$ cat src/rtl/bus_retime_pkg.sv
// Shared defaults and helpers for the bus retiming pipeline.
package bus_retime_pkg;

  localparam int WIDTH_DEF  = 4;
  localparam int STAGES_DEF = 2;

  // Occupancy ranges over 0 .. 2*stages inclusive.
  function automatic int occ_width(input int stages);
    return $clog2(2 * stages + 1);
  endfunction

endpackage

$ cat src/rtl/bus_retime_stage.sv
// One elastic register slice: a main register plus a one-entry skid buffer,
// with upstream ready taken straight from a flop.
module bus_retime_stage #(
  parameter int WIDTH = 4
) (
  input  logic             clk,
  input  logic             rst,
  input  logic             up_valid,
  output logic             up_ready,
  input  logic [WIDTH-1:0] up_data,
  output logic             down_valid,
  input  logic             down_ready,
  output logic [WIDTH-1:0] down_data
);

  logic             m_valid;
  logic             s_valid;
  logic [WIDTH-1:0] m_data;
  logic [WIDTH-1:0] s_data;

  // Ready depends only on the skid flag, so out_ready never ripples upstream.
  assign up_ready   = !s_valid;
  assign down_valid = m_valid;
  assign down_data  = m_data;

  // NOTE: non-blocking assignments make every stage see its neighbours' pre-edge state.
  always_ff @(posedge clk or posedge rst) begin
    if (rst) begin
      m_valid <= 1'b0;
      s_valid <= 1'b0;
      // NOTE: data registers are reset too, so out_data reads 0 out of reset instead of X.
      m_data  <= '0;
      s_data  <= '0;
    end else if (s_valid) begin
      // Full: nothing can be accepted; drain the skid into main when allowed.
      if (down_ready) begin
        m_data  <= s_data;
        s_valid <= 1'b0;
      end
    end else if (up_valid) begin
      if (!m_valid || down_ready) begin
        m_valid <= 1'b1;
        m_data  <= up_data;
      end else begin
        // First backpressure cycle: the skid absorbs the word in flight.
        s_valid <= 1'b1;
        s_data  <= up_data;
      end
    end else if (down_ready) begin
      m_valid <= 1'b0;
    end
  end

endmodule

$ cat src/rtl/bus_retime_pipe.sv
// Elastic bus retiming pipeline: STAGES chained skid slices, optional output
// bit reversal and a running count of words held.
module bus_retime_pipe
  import bus_retime_pkg::*;
#(
  parameter int WIDTH   = WIDTH_DEF,
  parameter int STAGES  = STAGES_DEF,
  parameter int REVERSE = 0
) (
  input  logic                          clk,
  input  logic                          rst,
  input  logic                          in_valid,
  output logic                          in_ready,
  input  logic [WIDTH-1:0]              in_data,
  output logic                          out_valid,
  input  logic                          out_ready,
  output logic [WIDTH-1:0]              out_data,
  output logic [occ_width(STAGES)-1:0] occupancy
);

  localparam int CW = occ_width(STAGES);

  // Index g is the interface feeding stage g; index STAGES is the pipe output.
  logic [STAGES:0]  valid_chain;
  logic [STAGES:0]  ready_chain;
  logic [WIDTH-1:0] data_chain [STAGES+1];

  assign valid_chain[0]      = in_valid;
  assign data_chain[0]       = in_data;
  assign in_ready            = ready_chain[0];
  assign ready_chain[STAGES] = out_ready;
  assign out_valid           = valid_chain[STAGES];

  for (genvar g = 0; g < STAGES; g++) begin : g_stage
    bus_retime_stage #(
      .WIDTH (WIDTH)
    ) u_stage (
      .clk        (clk),
      .rst        (rst),
      .up_valid   (valid_chain[g]),
      .up_ready   (ready_chain[g]),
      .up_data    (data_chain[g]),
      .down_valid (valid_chain[g+1]),
      .down_ready (ready_chain[g+1]),
      .down_data  (data_chain[g+1])
    );
  end

  if (REVERSE != 0) begin : g_reverse
    for (genvar b = 0; b < WIDTH; b++) begin : g_bit
      assign out_data[b] = data_chain[STAGES][WIDTH-1-b];
    end
  end else begin : g_straight
    assign out_data = data_chain[STAGES];
  end

  logic in_fire;
  logic out_fire;

  assign in_fire  = in_valid && in_ready;
  assign out_fire = out_valid && out_ready;

  always_ff @(posedge clk or posedge rst) begin
    if (rst) begin
      occupancy <= '0;
    end else if (in_fire && !out_fire) begin
      occupancy <= occupancy + CW'(1);
    end else if (out_fire && !in_fire) begin
      occupancy <= occupancy - CW'(1);
    end
  end

endmodule
$ cat config.mk
export PLATFORM = sky130hd
export DESIGN_NAME = bus_retime_pipe
export DESIGN_NICKNAME = d
export VERILOG_FILES = /design/src/rtl/bus_retime_pkg.sv /design/src/rtl/bus_retime_stage.sv /design/src/rtl/bus_retime_pipe.sv
export SDC_FILE = /design/constraint.sdc
export NUM_CORES = 1
export LEC_CHECK = 0
export ABC_AREA = 1
export CORE_ASPECT_RATIO = 1.1
export CORE_UTILIZATION = 45
export CTS_BUF_LIST = sky130_fd_sc_hd__clkbuf_8
export CTS_CLUSTER_SIZE = 25
export DETAILED_ROUTE_END_ITERATION = 8
export GPL_TIMING_DRIVEN = 0
export PLACE_DENSITY = 0.7
export SLEW_MARGIN = 0
export SYNTH_ARGS = -nofsm -noshare
export SYNTH_HDL_FRONTEND = slang
export SYNTH_SLANG_ARGS = --single-unit
export TNS_END_PERCENT = 30
$ cat constraint.sdc
create_clock -name clk -period 5 [get_ports clk]
set_input_delay 0.5 -clock clk [delete_from_list [all_inputs] [get_ports clk]]
set_output_delay 0.5 -clock clk [all_outputs]
set_load 0.1 [all_outputs]
Word-level counts from Yosys, hierarchy flattened
Index checks and enable logic that the tools add are counted.

Register bits after elaboration: 23. Input bits: 8. Output and inout bits: 9. Logic and storage cells: 68.

Add/subtract/negate cells: 2. Equal/unequal tests: 5. Mux-type cells: 24. Bitwise operators: 4. Reduce and logical (&&, ||, !) cells: 24.

Operators with widths (count): 4-bit 2-to-1 mux (8); 3-bit AND reduction (6); 1-bit 2-to-1 mux (14); 2-bit nonzero test (6); 1-bit zero test (6); 3-bit 2-to-1 mux (2); 2-bit != test (second input constant) (3); 1-bit logical AND (4); 2-bit by 1-bit != test with 1-bit output (second input constant) (2); 1-bit NOT (4); 3-bit by 1-bit adder with 3-bit output (second input constant) (1); 3-bit by 1-bit subtractor with 3-bit output (second input constant) (1); 1-bit logical OR (2).

Longest topological paths before layout
Gate-level depths: netlist (run 1).

Depth in word-level cells: 6. Mapped depth: 11. Gate-level depth less buffers: 11.

Cells and area by module
Synthesis (run 1) repeated with hierarchy kept, for this count alone.

Cell total of the unflattened synthesis: 141. Area total of the unflattened synthesis: 1159.9 µm².

Modules (own cells, without submodules): bus_retime_stage (times used 2, cells each 59, area each 486.7 µm², seq. area each 250.2 µm²); bus_retime_pipe (times used 1, cells each 23, area each 186.4 µm², seq. area each 75.1 µm²).

Worst setup path after synthesis (run 1)
Ideal clock, no wire load.

Path type: register to register. From: reg g_stage[0].u_stage.s_valid. To: reg occupancy[2]. Arrival: 1890 ps. Required time: 4878 ps. Path slack: 2988 ps. Stages on the path, launching flop included: 11. Buffers on the path: 0. Clock period less this slack: 2012 ps. Cell sequence: dfrtp_1 inv_2 nand2_2 inv_1 ha_1 inv_1 fa_1 nand2_1 nand3_1 nand2_1 nand2_1.

Longest elaborated chain between the ends: 5. Elaborated cells between the ends (all ways): 7. Those cells by class: mux: 1; reduce/logical: 6.

Ends and longest elaborated chain: start, declared (line bus_retime_stage.sv:17) `logic s_valid;`; start signal, assigned (line bus_retime_stage.sv:30) `s_valid <= 1'b0;`; start signal, assigned (line bus_retime_stage.sv:38) `s_valid <= 1'b0;`; start signal, assigned (line bus_retime_stage.sv:46) `s_valid <= 1'b1;`; 1-bit zero test (*) (line bus_retime_stage.sv:22) `assign up_ready = !s_valid;`; via in_ready (line bus_retime_pipe.sv:13) `output logic in_ready,`; 1-bit logical AND (*) (line bus_retime_pipe.sv:60) `assign in_fire = in_valid && in_ready;`; 1-bit zero test (line bus_retime_pipe.sv:68) `end else if (out_fire && !in_fire) begin`; 1-bit logical AND (line bus_retime_pipe.sv:68); 2-bit nonzero test (no line); end signal, assigned (line bus_retime_pipe.sv:67) `occupancy <= occupancy + CW'(1);`; end signal, assigned (line bus_retime_pipe.sv:69) `occupancy <= occupancy - CW'(1);`; end, declared (line bus_retime_pipe.sv:18) `output logic [occ_width(STAGES)-1:0] occupancy`.

Mark *: on every way through the listed nets, which the timed path passes. The rest lies on a longest branch. A chain may end at the register's enable or synchronous reset.

Final worst setup path (run 1)
From: reg g_stage[0].u_stage.s_valid. To: out in_ready.

Longest elaborated chain between the ends: 1.

Ends and longest elaborated chain (line): 1-bit zero test (bus_retime_stage.sv:22); end, declared (bus_retime_pipe.sv:13).

Every way passes these cells.

==> impl_metrics.tcl, run 1 <==
set metrics [dict create \
    num-nets-final 175 \
    hold_viol_final 0 \
    post_cts_hold_buffer_count 0 \
    largest_net_degree_at_the_start_of_global_routing 24 \
    setup.worst_path.start_class "flop" \
    endpoint_kind "output pin" \
    io_pins 17 \
    drt-wirelength-per-cell_microns 10.88 \
    tns_setup_ns 0 \
    gr-total-overflow 0 \
    syn_area_sq_um 1167 \
    run_status "finished, final reports clean" \
    area_fraction_in_compound_gates_after_synthesis_pct 3.215 \
    synth_adder_area_share_pct 2.787 \
    worst_hold_path_endpoint "g_stage[1].u_stage.s_data[2]" \
    slew_viol_final 0 \
    clockRootBuffer "sky130_fd_sc_hd__clkbuf_8" \
    layout.cells.most_common "sky130_fd_sc_hd__nand2_1" \
    remaining_drc_errors 0 \
    worstPathCellList "inv_2 > clkdlybuf4s50_1" \
    r2r-end "occupancy[2]" \
    core.rowCount 19 \
    die-width_microns 50.56 \
    initial_core_util_pct 47.22 \
    syn_area_per_cell_sq_um 8.107 \
    dr_total_vias 925 \
    antenna-diode-count 0 \
    worst_ep_required_time_ns 4.50 \
    worstMarginPinSlew_ns 0.9625 \
    simple_gate_share_of_the_synthesized_area_pct 35.58 \
    crit_buf_inv 2 \
    violation_count_after_the_first_detailed_routing_iteration 18 \
    worst_hold_startpoint "g_stage[1].u_stage.s_data[2]" \
    synth_nets 154 \
    critical_path.max_fanout 9 \
    hp-class "reg -> reg" \
    cap_violations 0 \
    clock_latency_on_the_worst_skew_pair_ns 0.27 \
    skew_ns 0.008801 \
    clockBufferDepth 2 \
    die_h_microns 55.42 \
    cts_setup_buffers 0 \
    yosysWarnings 0 \
    synth.mux.area_fraction_pct 0 \
    rsz0062_at_grt "no" \
    routabilityCongestion 0.7607 \
    ys_seq_elements 23 \
    fp.dieArea_sq_um 2802 \
    path_delay_family "buffers and inverters" \
    setup-violations-final 0 \
    via_count_of_the_first_global_routing_pass 916 \
    cts-resized-gates 0 \
    final_cell_mix "62 x sky130_fd_sc_hd__nand2_1, 23 x sky130_fd_sc_hd__dfrtp_1, 17 x sky130_fd_sc_hd__nand3_1" \
    cp_slowest_cell "sky130_fd_sc_hd__clkdlybuf4s50_1" \
    dr.pass1.iters 4 \
    postRouteWirelength_mm 2.122 \
    worst_path_largest_cell_delay_ns 1.16 \
    max_slew_margin_pct 35.63 \
    grt_antenna_before_repair 0 \
    via_per_inst 4.744 \
    antenna_left 0 \
    layout_min_cycle_time_ns 2.604 \
    layout-drive-gt1-share_pct 12.80 \
    numCtsBuffers 3 \
    syn-instance-count 144 \
    place_hpwl_mm 1.603 \
    floorplan.core_area_sq_um 2472 \
    synthXorXnorAreaFrac_pct 0.7503 \
    wire_length_of_the_first_global_routing_pass_mm 3.850 \
    h-tree-depth 1 \
    fin_crit_sh_pct 52.08 \
    min_delay_path_depth 2 \
    worst-r2r-cell-count 10 \
    path_clk_slew_ns 0.09 \
    ys_seq_area_share_pct 49.30 \
    portBuffers 16 \
    yosys.cell_types.count 19 \
    clock-sinks 23 \
    grt_util_all_layers_pct 18.10 \
    crit_arrival_ns 2.10 \
    largest_family_of_logic_cells_by_synthesized_area "simple AND/OR/NAND/NOR gates" \
    timing.fmax_mhz 384.0 \
    r2r_start "g_stage[0].u_stage.s_valid" \
    ff2ff_setup_slack_ns 3.18 \
    worst_setup_path_class "reg -> out" \
    tritoncts "built" \
    area_delta_synth_final_pct 21.01 \
]
[worst reg2reg max path, delay by kind of cell, from the launching register on]
family                   cells  cell delay [ns]
AND/OR/NAND/NOR              5             0.39
flip-flops                   1             0.47
adder cells (fa/ha/maj)      2             0.53
buffers and inverters        3             0.33
[flip-flops by register name, summed over array words and instances, names as in the netlist]
register	count
g_stage.u_stage.s_data	8
g_stage.u_stage.s_valid	2
g_stage.u_stage.down_data	8
occupancy	3
g_stage.u_stage.down_valid	2
[cells by family after synthesis]
kind of cell	Yosys count
fa+ha+maj	2
simple gates	91
xor+xnor	1
flops	23
compound gates	7
buf+inv	20
[cell usage after synthesis]
master                     number  share of area, %
sky130_fd_sc_hd__nand2_1       62                20
sky130_fd_sc_hd__dfrtp_1       23                49
sky130_fd_sc_hd__nand3_1       17               7.3
sky130_fd_sc_hd__inv_1         13               4.2
sky130_fd_sc_hd__nand2_2        6               3.2
sky130_fd_sc_hd__buf_4          4               2.6
sky130_fd_sc_hd__o21ai_1        4               1.7
sky130_fd_sc_hd__inv_2          2              0.64
sky130_fd_sc_hd__nor2_4         2               1.9
sky130_fd_sc_hd__o21ai_0        2              0.86
sky130_fd_sc_hd__buf_6          1              0.96
sky130_fd_sc_hd__fa_1           1               1.7
sky130_fd_sc_hd__ha_1           1               1.1
sky130_fd_sc_hd__nand4_1        1              0.54
sky130_fd_sc_hd__nand4_4        1               1.8
sky130_fd_sc_hd__nor2_1         1              0.32
sky130_fd_sc_hd__nor2_2         1              0.54
sky130_fd_sc_hd__o211ai_1       1              0.64
sky130_fd_sc_hd__xnor2_1        1              0.75
[how the worst max path moves through the flow]
stage                               to  depth (start not counted)                       start
after floorplan           occupancy[2]                         10  g_stage[0].u_stage.s_valid
after global placement        in_ready                          2  g_stage[0].u_stage.s_valid
after detailed placement      in_ready                          2  g_stage[0].u_stage.s_valid
after CTS                     in_ready                          2  g_stage[0].u_stage.s_valid
after global routing          in_ready                          2  g_stage[0].u_stage.s_valid
final                         in_ready                          2  g_stage[0].u_stage.s_valid
[layer usage]
layer | global-route usage [%] | up-vias | wire, microns
met5 | 0 | - | 0
met2 | 30.67 | 15 | 1065
li1 | - | 488 | -
met3 | 1.928 | 5 | 42
met1 | 22.83 | 417 | 969
met4 | 8.333 | 0 | 44
[stage by stage]
step           utilization, %  std cells  worst slack (ns)  cell area [sq um]  hold WS (ns)
2_1_floorplan               -        144             2.988               1167        0.4422
3_3_place_gp            55.26        191             2.713               1366        0.4534
3_5_place_dp            55.26        191             2.712               1366        0.4592
4_1_cts                 57.14        195             2.400               1413        0.4796
5_1_grt                 57.14        195             2.355               1413        0.5123
6_report                57.14        195             2.396               1413        0.4773
[cell type report]
| class | count | area [sq um] |
|---|---|---|
| Sequential cell | 23 | 575.6 |
| Timing Repair Buffer | 16 | 160.2 |
| Buffer | 5 | 41.29 |
| Clock inverter | 1 | 5.005 |
| Clock buffer | 3 | 41.29 |
| Multi-Input combinational cell | 101 | 494.2 |
| Tap cell | 31 | 38.79 |
| Fill cell | 242 | 1060 |
| Inverter | 15 | 56.30 |
Power of run 1 is not shown: default switching activity piles up to over one toggle a cycle in this logic, so the estimate is an artifact.
==> run 2, diff against run 1 <==
--- a/config.mk
+++ b/config.mk
@@ -12,7 +12,7 @@
 export CTS_CLUSTER_SIZE = 25
 export DETAILED_ROUTE_END_ITERATION = 8
 export GPL_TIMING_DRIVEN = 0
-export PLACE_DENSITY = 0.7
+export PLACE_DENSITY = 0.73
 export SLEW_MARGIN = 0
 export SYNTH_ARGS = -nofsm -noshare
 export SYNTH_HDL_FRONTEND = slang
==> constraint.sdc (replaced) <==
create_clock -name clk -period 2.35 [get_ports clk]
set_input_delay 0.235 -clock clk [delete_from_list [all_inputs] [get_ports clk]]
set_output_delay 0.235 -clock clk [all_outputs]
set_load 0.1 [all_outputs]
==> run 2 against run 1 <==
  * Clock-buffer cell count unchanged
  * Sequential cell count unchanged
  * Design area increased by 0.18%
  * Global-route usage up 0.32 points
  * Via count rose by 5.9%
  * Register-to-register slack lost 2.7 ns
  * Die area unchanged
  * Sequential share of layout area down 0.072 points
  * Non-clock buffer count did not move
  * Critical path depth shrank 1
  * Critical endpoint is now occupancy[0]
==> impl_metrics.tcl, run 2 (synthesis results as in run 1) <==
set metrics [dict create \
    run_status "finished, final reports clean" \
    layout_min_cycle_time_ns 2.077 \
    worst_setup_path_class "reg -> out" \
    dr_total_vias 980 \
    core.rowCount 19 \
    floorplan.core_area_sq_um 2472 \
    tritoncts "built" \
    placed_area_sq_um 1366 \
    max_slew_margin_pct 35.73 \
    antenna_left 0 \
    hold-worst-slack_ns 0.4354 \
    area_delta_synth_final_pct 21.22 \
    via_count_of_the_first_global_routing_pass 960 \
    die-width_microns 50.56 \
    violation_count_after_the_first_detailed_routing_iteration 10 \
    worstPathCellList "clkdlybuf4s50_1" \
    fp.dieArea_sq_um 2802 \
    timing.fmax_mhz 481.4 \
    cap_violations 0 \
    post_cts_hold_buffer_count 0 \
    clock-sinks 23 \
    portBuffers 16 \
    layout.cells.most_common "sky130_fd_sc_hd__nand2_1" \
    die_h_microns 55.42 \
    finished_cell_area_sq_um 1415 \
    path_clk_slew_ns 0.08 \
    path_delay_family "buffers and inverters" \
    via_per_inst 5.026 \
    hold_viol_final 0 \
    cp_slowest_cell "sky130_fd_sc_hd__clkdlybuf4s50_1" \
    h-tree-depth 1 \
    largest_net_degree_at_the_start_of_global_routing 24 \
    initial_core_util_pct 47.22 \
    place_hpwl_mm 1.567 \
    final_cell_mix "62 x sky130_fd_sc_hd__nand2_1, 23 x sky130_fd_sc_hd__dfrtp_1, 17 x sky130_fd_sc_hd__nand3_1" \
    io_pins 17 \
    ff2ff_setup_slack_ns 0.51 \
    post-place-ws_ns 0.3272 \
    numCtsBuffers 3 \
    crit_arrival_ns 1.84 \
    worstMarginPinSlew_ns 0.9610 \
    grt_antenna_before_repair 0 \
    critical_path.max_fanout 3 \
    clockRootBuffer "sky130_fd_sc_hd__clkbuf_8" \
    grt_util_all_layers_pct 18.43 \
    wire_length_of_the_first_global_routing_pass_mm 3.898 \
    worst_path_largest_cell_delay_ns 1.16 \
    routabilityCongestion 0.7311 \
    slew_viol_final 0 \
    remaining_drc_errors 0 \
    antenna-diode-count 0 \
    num-nets-final 175 \
    setup-violations-final 0 \
    endpoint_kind "output pin" \
    clockBufferDepth 2 \
    fin_crit_sh_pct 88.40 \
    worst_ep_required_time_ns 2.12 \
    gr-total-overflow 0 \
    final.setup.worst_slack_ns 0.2726 \
    hp-class "in -> async" \
    layout-drive-gt1-share_pct 12.80 \
    clock_latency_on_the_worst_skew_pair_ns 0.27 \
    tns_setup_ns 0 \
    skew_ns 0.003031 \
    crit_buf_inv 1 \
    rsz0062_at_grt "no" \
    setup.worst_path.start_class "flop" \
    postRouteWirelength_mm 2.063 \
    drt-wirelength-per-cell_microns 10.58 \
    layout.filler_cells 233 \
    dr.pass1.iters 5 \
]
==> run 2: cell type report <==
| class | count | area, sq um | area share [%] |
|---|---|---|---|
| sequential | 23 | 575.6 | 40.67 |
| multi-input combinational | 101 | 494.2 | 34.92 |
| timing repair buffer | 16 | 162.7 | 11.49 |
| inverter | 15 | 56.30 | 3.979 |
| clock buffer | 3 | 41.29 | 2.918 |
| buffer | 5 | 41.29 | 2.918 |
| tap | 31 | 38.79 | 2.741 |
| clock inverter | 1 | 5.005 | 0.3537 |
==> run 2: path summary, 6_finish.rpt <==
kind,startpoint,cells after the start,endpoint
min reg2reg,g_stage[1].u_stage.s_data[2],2,g_stage[1].u_stage.s_data[2]
max,occupancy[0],1,occupancy[0]
min in group clk,g_stage[1].u_stage.s_data[2],2,g_stage[1].u_stage.s_data[2]
max reg2reg,g_stage[0].u_stage.s_valid,10,occupancy[2]
min,rst,2,occupancy[0]
max in group asynchronous,rst,2,g_stage[0].u_stage.s_data[1]
==> run 2: layer usage <==
layer | track usage [%] | routed length [microns]
met1 | 21.66 | 914
met3 | 5.234 | 91
met2 | 30.86 | 1015
met4 | 7.937 | 41
met5 | 0 | 0
==> run 2: what timing repair did <==
action / 4_1_cts / 5_1_grt
setup buffers: 0 / 0
resized for setup: 0 / 1
setup endpoints to repair: 0 / 1
==> run 2: through the flow <==
stage               instances  util (%)
global route              195     57.24
global placement          191     55.26
CTS                       195     57.14
floorplan                 144         -
detailed placement        191     55.26
finish                    195     57.24
Power of run 2 is left out for the same reason.
